===== src/rtl/adder_tree_pkg.sv =====
// Shared types and constants for the adder tree feeder and its tree.
// Latency: none (declarations only).
// Backpressure: not applicable.
package adder_tree_pkg;

  localparam int SAMPLE_W = 8;

  typedef enum logic [1:0] {
    FILL,
    WAIT,
    HOLD
  } feeder_state_t;

  // Width of an n-input sum of SAMPLE_W-bit samples: one growth bit per tree level.
  function automatic int sum_width(input int n);
    return SAMPLE_W + $clog2(n);
  endfunction

endpackage


===== src/rtl/adder_tree_feeder.sv =====
// Gathers N serial samples into the tree's stage_zero vector and returns one sum per frame.
// Latency: sum captured L+1 edges after the last sample is accepted; sum_valid follows.
// Backpressure: in_ready low from frame completion until the cycle after the sum handshake.
module adder_tree_feeder
  import adder_tree_pkg::*;
#(
  parameter int N = 4,
  parameter int L = $clog2(N),
  parameter int W = SAMPLE_W
) (
  input  logic                  clk,
  input  logic                  rst,
  input  logic [W-1:0]          in_data,
  input  logic                  in_valid,
  output logic                  in_ready,
  output logic [N-1:0][W-1:0]   stage_zero,
  input  logic [W+L-1:0]        tree_result,
  output logic [W+L-1:0]        sum_out,
  output logic                  sum_valid,
  input  logic                  sum_ready,
  input  logic                  flush
);

  localparam int CNT_W  = (N > 1) ? $clog2(N) : 1;
  localparam int WCNT_W = (L > 0) ? $clog2(L + 1) : 1;
  localparam logic [CNT_W-1:0]  CNT_LAST  = CNT_W'(N - 1);
  localparam logic [WCNT_W-1:0] WCNT_LAST = WCNT_W'(L);

  feeder_state_t      state;
  feeder_state_t      state_nxt;
  logic [CNT_W-1:0]   cnt;
  logic [WCNT_W-1:0]  wcnt;
  logic               accept;
  logic               wait_done;

  // A handshake during flush is still a handshake on the wire, but flush discards the sample.
  assign accept    = in_valid & in_ready;
  assign wait_done = (wcnt == WCNT_LAST);

  // State register.
  always_ff @(posedge clk or negedge rst) begin
    if (!rst) begin
      state <= FILL;
    end else begin
      state <= state_nxt;
    end
  end

  // Next-state and in_ready decode; flush overrides every transition.
  always_comb begin
    state_nxt = state;
    in_ready  = 1'b0;
    case (state)
      FILL: begin
        in_ready = 1'b1;
        if (in_valid && (cnt == CNT_LAST)) begin
          state_nxt = WAIT;
        end
      end
      WAIT: begin
        if (wait_done) begin
          state_nxt = HOLD;
        end
      end
      HOLD: begin
        if (sum_ready) begin
          state_nxt = FILL;
        end
      end
      default: state_nxt = FILL;
    endcase
    if (flush) begin
      state_nxt = FILL;
    end
  end

  // Sample slotting and the pipeline wait counter; stage_zero stays frozen outside FILL.
  always_ff @(posedge clk or negedge rst) begin
    if (!rst) begin
      cnt        <= '0;
      wcnt       <= '0;
      stage_zero <= '0;
    end else if (flush) begin
      cnt  <= '0;
      wcnt <= '0;
    end else begin
      if (accept) begin
        stage_zero[cnt] <= in_data;
        cnt             <= (cnt == CNT_LAST) ? '0 : cnt + 1'b1;
      end
      if (state == WAIT) begin
        wcnt <= wait_done ? '0 : wcnt + 1'b1;
      end else begin
        wcnt <= '0;
      end
    end
  end

  // Result capture once the tree has had L cycles, held until the consumer takes it.
  always_ff @(posedge clk or negedge rst) begin
    if (!rst) begin
      sum_out   <= '0;
      sum_valid <= 1'b0;
    end else if (flush) begin
      sum_valid <= 1'b0;
    end else if ((state == WAIT) && wait_done) begin
      sum_out   <= tree_result;
      sum_valid <= 1'b1;
    end else if ((state == HOLD) && sum_ready) begin
      sum_valid <= 1'b0;
    end
  end

endmodule

===== config.mk =====
export PLATFORM = sky130hd
export DESIGN_NAME = adder_tree_feeder
export DESIGN_NICKNAME = d
export VERILOG_FILES = /design/src/rtl/adder_tree_pkg.sv /design/src/rtl/adder_tree_feeder.sv
export SDC_FILE = /design/constraint.sdc
export NUM_CORES = 1
export LEC_CHECK = 0
export CORE_MARGIN = 8
export CORE_UTILIZATION = 48
export DETAILED_ROUTE_END_ITERATION = 10
export PLACE_DENSITY_LB_ADDON = 0.3
export SYNTH_ARGS = -nofsm -noshare
export SYNTH_HDL_FRONTEND = slang
export SYNTH_SLANG_ARGS = --single-unit

===== constraint.sdc =====
create_clock -name clk -period 3.2 [get_ports clk]
set_clock_uncertainty 0.1 [all_clocks]
set_input_delay 0.64 -clock clk [delete_from_list [all_inputs] [get_ports clk]]
set_output_delay 0.64 -clock clk [all_outputs]
set_load 0.03 [all_outputs]

==> out/qor.yml <==
period_share_pct: 72.24
dieArea_sq_mm: 0.006291
final_common_cell: "clkdlybuf4s50_1"
grt_overflow_total: 0
numPortBuffers: 66
num_rows: 23
drv_slew: 0
end_kind: "output port"
fmax_mhz: 432.6
worst_pin_slew_ns: 1.035
drt-total-wl_mm: 4.352
place_ws_ns: 0.6860
seqCellArea_sq_mm: 0.001226
clock-root-buffer: "clkbuf_8"
die_w_um: 79.32
hpwl_mm: 3.313
ys_seq_area_share_pct: 63.72
rr_startpoint: "state[0]$_DFFE_PN0P_"
cap_violations: 0
core-area_sq_mm: 0.003943
globalplace.congestion: 0.7261
fillCellCount: 274
initial_core_util_pct: 48.81
path_clk_slew_ns: 0.09
critPathLaunchType: "register"
detail-route-antenna-nets: 0
critPathLaunch: "state[0]$_DFFE_PN0P_"
grt_max_degree: 50
synth_nets: 150
clock_path_buffers: 2
crit_path_end: "in_ready"
rrSetupSlack_ns: 1.45
cts_buffers: 5
drt-vias-per-instance: 5.024
wl_per_cell_um: 17.76
synth_area_sq_mm: 0.001924
ir_drop_v: 0.0006451
syn_to_final_growth_pct: 42.46
hp-class: "register to register"
r2r-end: "stage_zero[12]$_DFFE_PN0P_"
drc: 0
slew_headroom_pct: 30.97
hold_viol_final: 0
syn_inst: 123
firstDrtPassIters: 4
status: "complete, no violations"
clk_latency_ns: 0.29
antenna_cells: 0
cts_resized: 0
syn_avg_cell_area_sq_um: 15.65
post-route-util_pct: 69.53
multiInputGateArea_sq_um: 685.7
ctsHoldBuffers: 0
power_density_mw_per_mm2: 688.1
cp.required_ns: 2.46
drtIter0Drc: 54
yosys_warnings: 0
worst_ep_arrival_time_ns: 1.57
leakagePower_uw: 0.001241
nets: 222
clkSinkCount: 49
drive_gt1_share_pct: 27.69
die_h_um: 79.32
final_cell_mix: "65 x clkdlybuf4s50_1, 49 x dfrtp_1, 40 x mux2_2"
fin_area_sq_mm: 0.002741
antenna_found_initial: 0
tritoncts: "done"
place_area_sq_mm: 0.002638
power_uw: 1886
grt_pass1_wl_mm: 7.044
vias: 1231
io_pins: 67
path_max_fanout: 8
fin_ws_ns: 0.8882
grt_pass1_vias: 1380
rr_worst_depth: 3
h-tree-depth: 2
min_period_ns: 2.312
ys_seq_elements: 49
finalSetupViolations: 0
crit_type: "register to output port"
synth.distinct_cells: 19
setup_tns_ns: 0
cts_setup_buffers: 0
grt_usage_pct: 14.60
rsz0062_at_grt: "false"
==> how the worst min path moves through the flow <==
stage / start / endpoint / depth (start not counted)
6_report: wcnt[1]$_DFF_PN0_ / wcnt[1]$_DFF_PN0_ / 1
5_1_grt: wcnt[1]$_DFF_PN0_ / wcnt[1]$_DFF_PN0_ / 1
4_1_cts: wcnt[0]$_DFF_PN0_ / wcnt[0]$_DFF_PN0_ / 1
3_5_place_dp: wcnt[0]$_DFF_PN0_ / wcnt[0]$_DFF_PN0_ / 1
3_3_place_gp: wcnt[0]$_DFF_PN0_ / wcnt[0]$_DFF_PN0_ / 1
2_1_floorplan: rst / cnt[0]$_DFFE_PN0P_ / 0
==> through the flow <==
step | instances | hold slack (ns)
2_1_floorplan | 123 | 0.2444
3_3_place_gp | 238 | 0.3336
3_5_place_dp | 238 | 0.3456
4_1_cts | 245 | 0.3570
5_1_grt | 245 | 0.3738
6_report | 245 | 0.3566
==> per-layer routing <==
metal	share of wire, %	vias to the layer above	GRT usage, %	wire length (um)
li1	-	573	-	-
met1	39	626	15.83	1711
met4	0.37	0	4.815	16
met3	5.9	2	5.869	255
met2	54	30	25.31	2368
met5	0	-	0	0
==> power breakdown <==
group / switching [uW] / internal (uW)
Combinational: 361 / 307
Clock: 189 / 227
Sequential: 65.1 / 737
Total: 615 / 1270
==> registers in the layout (all words and copies together), names as in the netlist <==
register	cells
stage_zero	32
sum_out	10
cnt	2
state	2
wcnt	2
sum_valid	1
==> cells in the mapped netlist, drive strengths merged <==
library cell	count	area share, %
buf	1	0.26
dfrtp	49	64
inv	2	0.39
nand2	6	1.7
a21oi	2	0.52
nor2b	1	0.33
nand3	1	0.26
mux2i	2	1.0
nor3b	2	0.78
ha	4	2.6
or3b	1	0.46
nand3b	1	0.39
nor4b	1	1.2
nor2	5	0.98
nor3	1	0.26
o21ai	2	0.52
mux2	42	25
==> layout make-up <==
type | count | share of cell area [%]
clock buffers | 5 | 2.510
clock inverters | 2 | 1.278
inverters | 2 | 0.2738
multi-input cells | 71 | 25.01
flip-flops and latches | 49 | 44.73
well taps | 50 | 2.282
repair buffers | 66 | 23.92
==> worst max-delay path: stages (launching register included) <==
cell and delay, ns:
dfrtp_1 0.48, nor2_1 0.13, clkdlybuf4s50_1 0.67
==> logic make-up (layout without fill, tap and decap cells) <==
kind of cell | after synthesis | count (layout) | synth area share [%]
buf+inv | 3 | 75 | 0.6501
compound gates | 4 | 4 | 1.040
fa+ha+maj | 4 | 4 | 2.601
mux | 44 | 44 | 25.62
simple gates | 19 | 19 | 6.372
flops | 49 | 49 | 63.72
(Power assumes the default switching activity.)
